==> config.mk <==
export PLATFORM = sky130hd
export DESIGN_NAME = mem_check_monitor
export DESIGN_NICKNAME = d
export VERILOG_FILES = /design/src/rtl/mem_mon_pkg.sv /design/src/rtl/mem_mon_err_fifo.sv /design/src/rtl/mem_check_monitor.sv
export SDC_FILE = /design/constraint.sdc
export NUM_CORES = 2
export LEC_CHECK = 0
export CORE_UTILIZATION = 56
export DETAILED_ROUTE_END_ITERATION = 8
export PLACE_DENSITY = 0.83
export SKIP_CTS_REPAIR_TIMING = 1
export SYNTH_ARGS = -nofsm -noshare
export SYNTH_HDL_FRONTEND = slang
export SYNTH_SLANG_ARGS = --single-unit
==> constraint.sdc <==
create_clock -name i_clk -period 3.5 [get_ports i_clk]
set_input_delay 0.875 -clock i_clk [delete_from_list [all_inputs] [get_ports i_clk]]
set_output_delay 0.875 -clock i_clk [all_outputs]
set_load 0.005 [all_outputs]
==> src/rtl/mem_mon_pkg.sv <==
// Shared types and constants for the memory checking monitor.
package mem_mon_pkg;

  localparam int MON_DATA_WIDTH = 8;
  localparam int MON_ADDR_WIDTH = 8;
  localparam int MON_CNT_WIDTH  = 16;

  localparam logic [MON_CNT_WIDTH-1:0] CNT_MAX = '1;

  typedef struct packed {
    logic [MON_ADDR_WIDTH-1:0] addr;
    logic [MON_DATA_WIDTH-1:0] exp;
    logic [MON_DATA_WIDTH-1:0] act;
  } err_rec_t;

  typedef enum logic [1:0] {
    OP_IDLE,
    OP_WRITE,
    OP_READ
  } op_e;

endpackage

==> src/rtl/mem_mon_err_fifo.sv <==
// Mismatch record FIFO: head is visible combinationally; a push into a full
// FIFO without a same-cycle pop is dropped and latches a sticky overflow flag.
module mem_mon_err_fifo
  import mem_mon_pkg::*;
#(
  parameter int  DEPTH = 4,
  parameter type rec_t = err_rec_t
) (
  input  logic clk,
  input  logic rst,
  input  logic push,
  input  rec_t push_rec,
  input  logic pop,
  output rec_t head,
  output logic empty,
  output logic full,
  output logic overflow
);

  localparam int PW = $clog2(DEPTH);

  rec_t          mem [DEPTH];
  logic [PW:0]   wr_ptr;
  logic [PW:0]   rd_ptr;
  logic          do_pop;
  logic          do_push;

  assign empty   = (wr_ptr == rd_ptr);
  assign full    = (wr_ptr[PW] != rd_ptr[PW]) && (wr_ptr[PW-1:0] == rd_ptr[PW-1:0]);
  assign do_pop  = pop && !empty;
  // a pop in the same cycle frees the slot the push needs
  assign do_push = push && (!full || do_pop);
  assign head    = mem[rd_ptr[PW-1:0]];

  always_ff @(posedge clk) begin
    if (rst) begin
      wr_ptr   <= '0;
      rd_ptr   <= '0;
      overflow <= 1'b0;
    end else begin
      if (do_push) wr_ptr <= wr_ptr + 1'b1;
      if (do_pop)  rd_ptr <= rd_ptr + 1'b1;
      if (push && !do_push) overflow <= 1'b1;
    end
  end

  always_ff @(posedge clk) begin
    if (do_push) mem[wr_ptr[PW-1:0]] <= push_rec;
  end

endmodule

==> src/rtl/mem_check_monitor.sv <==
// Passive checker for a single-port memory: shadows writes, compares read
// returns against the value captured at issue, and keeps usage statistics.
module mem_check_monitor
  import mem_mon_pkg::*;
#(
  parameter int DATA_WIDTH = 8,
  parameter int ADDR_WIDTH = 8,
  parameter int RD_LATENCY = 1,
  parameter int CNT_WIDTH  = 16,
  parameter int ERR_DEPTH  = 4
) (
  input  logic                  i_clk,
  input  logic                  i_rst,
  input  logic                  i_wr_en,
  input  logic                  i_rd_en,
  input  logic [ADDR_WIDTH-1:0] i_address,
  input  logic [DATA_WIDTH-1:0] i_wr_data,
  input  logic [DATA_WIDTH-1:0] i_rd_data,
  input  logic                  i_err_pop,
  output logic                  o_err_valid,
  output logic [ADDR_WIDTH-1:0] o_err_addr,
  output logic [DATA_WIDTH-1:0] o_err_exp,
  output logic [DATA_WIDTH-1:0] o_err_act,
  output logic                  o_err_overflow,
  output logic [CNT_WIDTH-1:0]  o_wr_count,
  output logic [CNT_WIDTH-1:0]  o_rd_count,
  output logic [CNT_WIDTH-1:0]  o_idle_count,
  output logic [CNT_WIDTH-1:0]  o_mismatch_count
);

  localparam int WORDS = 2 ** ADDR_WIDTH;
  localparam int LAST  = RD_LATENCY - 1;

  typedef struct packed {
    logic [ADDR_WIDTH-1:0] addr;
    logic [DATA_WIDTH-1:0] exp;
    logic [DATA_WIDTH-1:0] act;
  } rec_t;

  logic [DATA_WIDTH-1:0] shadow [WORDS];
  logic [WORDS-1:0]      known;

  logic [RD_LATENCY-1:0] pipe_vld;
  logic [RD_LATENCY-1:0] pipe_known;
  logic [ADDR_WIDTH-1:0] pipe_addr [RD_LATENCY];
  logic [DATA_WIDTH-1:0] pipe_exp  [RD_LATENCY];

  op_e  op;
  logic mismatch;
  logic fifo_empty;
  logic fifo_full;
  rec_t push_rec;
  rec_t head_rec;

  always_comb begin
    op = OP_IDLE;
    if (i_wr_en)      op = OP_WRITE;
    else if (i_rd_en) op = OP_READ;
  end

  assign mismatch = pipe_vld[LAST] && pipe_known[LAST] && (i_rd_data != pipe_exp[LAST]);
  assign push_rec = '{addr: pipe_addr[LAST], exp: pipe_exp[LAST], act: i_rd_data};

  // shadow data is deliberately left out of reset; known[] gates its use
  always_ff @(posedge i_clk) begin
    if (op == OP_WRITE) shadow[i_address] <= i_wr_data;
    pipe_addr[0] <= i_address;
    pipe_exp[0]  <= shadow[i_address];
    for (int i = LAST; i > 0; i--) begin
      pipe_addr[i] <= pipe_addr[i-1];
      pipe_exp[i]  <= pipe_exp[i-1];
    end
  end

  always_ff @(posedge i_clk) begin
    if (i_rst) begin
      known      <= '0;
      pipe_vld   <= '0;
      pipe_known <= '0;
    end else begin
      if (op == OP_WRITE) known[i_address] <= 1'b1;
      pipe_vld[0]   <= (op == OP_READ);
      pipe_known[0] <= known[i_address];
      for (int i = LAST; i > 0; i--) begin
        pipe_vld[i]   <= pipe_vld[i-1];
        pipe_known[i] <= pipe_known[i-1];
      end
    end
  end

  always_ff @(posedge i_clk) begin
    if (i_rst) begin
      o_wr_count       <= '0;
      o_rd_count       <= '0;
      o_idle_count     <= '0;
      o_mismatch_count <= '0;
    end else begin
      unique case (op)
        OP_WRITE: if (!(&o_wr_count))   o_wr_count   <= o_wr_count + 1'b1;
        OP_READ:  if (!(&o_rd_count))   o_rd_count   <= o_rd_count + 1'b1;
        default:  if (!(&o_idle_count)) o_idle_count <= o_idle_count + 1'b1;
      endcase
      if (mismatch && !(&o_mismatch_count)) o_mismatch_count <= o_mismatch_count + 1'b1;
    end
  end

  mem_mon_err_fifo #(
    .DEPTH (ERR_DEPTH),
    .rec_t (rec_t)
  ) u_err_fifo (
    .clk      (i_clk),
    .rst      (i_rst),
    .push     (mismatch),
    .push_rec (push_rec),
    .pop      (i_err_pop),
    .head     (head_rec),
    .empty    (fifo_empty),
    .full     (fifo_full),
    .overflow (o_err_overflow)
  );

  assign o_err_valid = !fifo_empty;
  assign o_err_addr  = head_rec.addr;
  assign o_err_exp   = head_rec.exp;
  assign o_err_act   = head_rec.act;

endmodule

==> results.py <==
metrics = {
    "routing": {
        "vias": 55030,
        "post_dr_wirelength_cell_um": 33.51,
        "firstDrtPassIters": 6,
        "drcViolationCount": 0,
        "vias_per_cell": 6.847,
        "ant_nets": 0,
        "drt-total-wl_mm": 269.3,
        "drt_iter0_drc": 9572,
    },
    "yosys": {
        "synth_compound_gate_area_share": 0.01369,
        "number_of_synthesized_register_bits": 2491,
        "synth_fa_ha_area_frac": 0.001178,
        "synth.cell_area_mm2": 0.09563,
        "area_share_of_the_largest_cell_type_after_synthesis": 0.6733,
        "post_synth_and_or_nand_nor_area_fraction": 0.04617,
        "synth.lib_cells_used.distinct": 53,
        "largest_family_of_logic_cells_by_synthesized_area": "multiplexers",
        "synth.area.mux_share": 0.1725,
        "syn_avg_cell_area_um2": 19.64,
        "yosys_warnings": 0,
        "post_synthesis_share_of_cell_area_spent_on_xor_and_xnor_gates": 0.006228,
        "ys_top_cells_by_area": "edfxtp_1 67%, mux4_2 17%, dfxtp_1 7.3%",
        "postSynthNetCount": 4906,
        "synth_edf_count": 2144,
        "synthArstFlopShare": 0,
        "syn_inst": 4868,
        "yosys.area.top_type": "edfxtp_1",
        "yosysSeqAreaShare": 0.7459,
        "postSynth.topFlopCell": "edfxtp_1",
    },
    "global_route": {
        "grt_antenna_before_repair": 8,
        "first_global_vias": 55040,
        "grtUsageTotal": 0.3123,
        "grt_pass1_wl_mm": 386.0,
        "pin_count_of_the_biggest_net_entering_global_routing": 129,
        "grt_overflow": 0,
    },
    "placed_design": {
        "finalWeightedCongestion": 0.9553,
        "portBuffers": 118,
        "dp_slack_ns": -0.5810,
        "post-dp-hpwl_mm": 155.2,
        "dpl_cell_area_mm2": 0.1043,
    },
    "cts": {
        "htreeDepth": 4,
        "clock_tree_from_tritoncts": "yes",
        "cts_made_buffers": 220,
        "cts.clk_slew.worst_paths_ns": 0.07,
        "clock_latency_ns": 0.89,
        "clk_root_buffer_cell": "clkbuf_16",
        "clock-sinks": 2491,
        "cts-root-to-sink-buffers": 3,
    },
    "sta": {
        "grt_setup_unrepaired": "no",
        "finalClockSkew_ns": 0.05272,
        "slew_headroom": 0.09357,
        "timing.final.max_slew_violations": 0,
        "fin_worst_hold_slack_ns": 0.2904,
        "hold_violations": 0,
        "min_period_ns": 3.508,
        "max_clock_freq_ghz": 0.2851,
        "period_share": 1.002,
        "finalSetupViolations": 1,
        "worst_slew_pin_slew_ns": 1.357,
        "setup_ws_ns": -0.007654,
    },
    "power": {
        "design_power_total_w": 0.06133,
        "leakagePower_nw": 36.88,
        "pwr_density_cell_mw_per_mm2": 547.4,
        "ir_worst_vdd_mv": 0.6203,
    },
    "run_status": {
        "violations": "setup timing",
        "run_status": "complete, but fails checks",
    },
    "setup_path": {
        "reg2reg_to": "pipe_exp[0][2]$_DFF_P_",
        "crit_start": "i_address[0]",
        "start_kind": "primary input",
        "cp_max_fo": 14,
        "reg2reg_depth": 5,
        "setup.worst_path.end_class": "flop",
        "worstSetupEndpoint": "pipe_exp[0][2]$_DFF_P_",
        "r2r-start": "shadow[203][2]$_DFFE_PP_",
        "regToRegSetupSlack_ns": 0.66,
        "worstSetupPathType": "primary input to flop",
        "cp_data_required_time_ns": 4.24,
        "crit_arrival_ns": 4.24,
    },
    "floorplanning": {
        "die_area_mm2": 0.1724,
        "die_h_um": 415.2,
        "floorplan.core_area_mm2": 0.1695,
        "initial_core_util": 0.5643,
        "die_w_um": 415.2,
        "placementRows": 151,
        "floorplan.io_pins": 119,
    },
    "cells_and_area": {
        "postLayoutCellArea_mm2": 0.1120,
        "ff_latch_area_mm2": 0.07133,
        "multi_input_comb_area_mm2": 0.02294,
        "final_core_utilization": 0.6610,
        "final.fill_count": 9638,
        "nets_final": 5652,
        "drive_gt1_frac": 0.3050,
        "area_growth_pct": 17.15,
    },
    "flow_run": {
        "cap_viol_max_count": 0,
    },
    "worst_hold_path": {
        "worst_hold_path_type": "primary input to flop",
    },
}
worst max-delay path: stages:
cell      delay, ns
buf_8          0.28
buf_12         0.26
buf_4          0.27
buf_4          0.20
mux4_2         0.56
mux4_2         0.59
nor2b_1        0.26
a211oi_1       0.73
nand4_1        0.16
stage by stage:
stage | TNS [ns] | std cells
4_1_cts | -2.255 | 8031
3_5_place_dp | -4.980 | 7610
3_3_place_gp | -4.071 | 7610
5_1_grt | 0 | 8032
2_1_floorplan | 0 | 4868
6_report | -0.007654 | 8036
layer usage:
| layer | GRT usage | vias to the layer above | part of all wire | wire length [µm] |
|---|---|---|---|---|
| met5 | 0 | - | 0.00032 | 85 |
| met4 | 0.1694 | 12 | 0.064 | 17330 |
| met3 | 0.08314 | 1056 | 0.13 | 34990 |
| met2 | 0.4944 | 5103 | 0.48 | 128200 |
| met1 | 0.3967 | 27880 | 0.33 | 88630 |
| li1 | - | 20980 | - | - |
cell usage in the layout (no fill, tap or decap), types with 55 or more instances in the layout:
master and n:
clkdlybuf4s50_1 103, buf_4 596, buf_12 77, edfxtp_1 2144, dfxtp_1 346, nand2_1 80
clkbuf_16 221, nor2_1 825, clkbuf_1 55, mux2i_1 55, mux4_2 704
final cells by class:
type	instances	share of cell area
timing repair buffer	792	0.06478
multi-input combinational	2097	0.2048
clock buffer	308	0.05493
antenna	5	0.0001117
tap	2218	0.02477
clock inverter	113	0.01354
sequential	2491	0.6367
inverter	12	0.0004021
where the power goes:
part / internal [W] / switching (W)
clock: 0.0145 / 0.0112
sequential: 0.0323 / 0.000103
combinational: 0.00132 / 0.00191
total: 0.0481 / 0.0132
worst min path at each step:
stage | start | end | slack (ns) | depth (start not counted)
4_1_cts | i_address[2] | pipe_addr[0][2]$_DFF_P_ | 0.23 | 1
6_report | i_address[2] | pipe_addr[0][2]$_DFF_P_ | 0.29 | 1
2_1_floorplan | known[102]$_SDFFE_PP0P_ | known[102]$_SDFFE_PP0P_ | 0.43 | 2
3_3_place_gp | known[42]$_SDFFE_PP0P_ | known[42]$_SDFFE_PP0P_ | 0.44 | 2
3_5_place_dp | known[136]$_SDFFE_PP0P_ | known[136]$_SDFFE_PP0P_ | 0.45 | 2
5_1_grt | i_address[2] | pipe_addr[0][2]$_DFF_P_ | 0.27 | 1
sequential cells by signal, indices dropped and copies added (netlist names), named ones only:
register / flops
o_rd_count: 16
u_err_fifo.wr_ptr: 3
o_wr_count: 16
o_idle_count: 16
u_err_fifo.rd_ptr: 3
pipe_exp: 8
pipe_addr: 8
pipe_known: 1
known: 256
shadow: 2048
u_err_fifo.overflow: 1
u_err_fifo.mem: 96
o_mismatch_count: 16
pipe_vld: 1
cells by family after synthesis:
kind of cell,after synthesis
mux,767
xor+xnor,68
buf+inv,280
fa+ha+maj,9
flops,2491
compound gates,178
simple gates,1075
cells in the mapped netlist, drive strengths merged (3+ instances only):
cell / n
xnor2: 32
or2: 4
o221ai: 4
buf: 141
and4: 6
o211ai: 6
mux4: 704
a41oi: 5
mux2: 8
clkbuf: 127
a221oi: 10
xor2: 36
a211oi: 7
o21bai: 3
a211o: 4
nand4: 26
dfxtp: 347
a31oi: 6
nor2: 825
nand2: 80
o21ai: 10
o211a: 3
inv: 12
o22ai: 5
o21ba: 23
ha: 9
nand2b: 13
a22oi: 46
edfxtp: 2144
or3: 8
nor2b: 18
and2: 13
nand3: 40
a21oi: 37
mux2i: 55
nor4: 4
nor3: 14
or4: 3
and3: 18
Power figures use the tool's default switching activity.
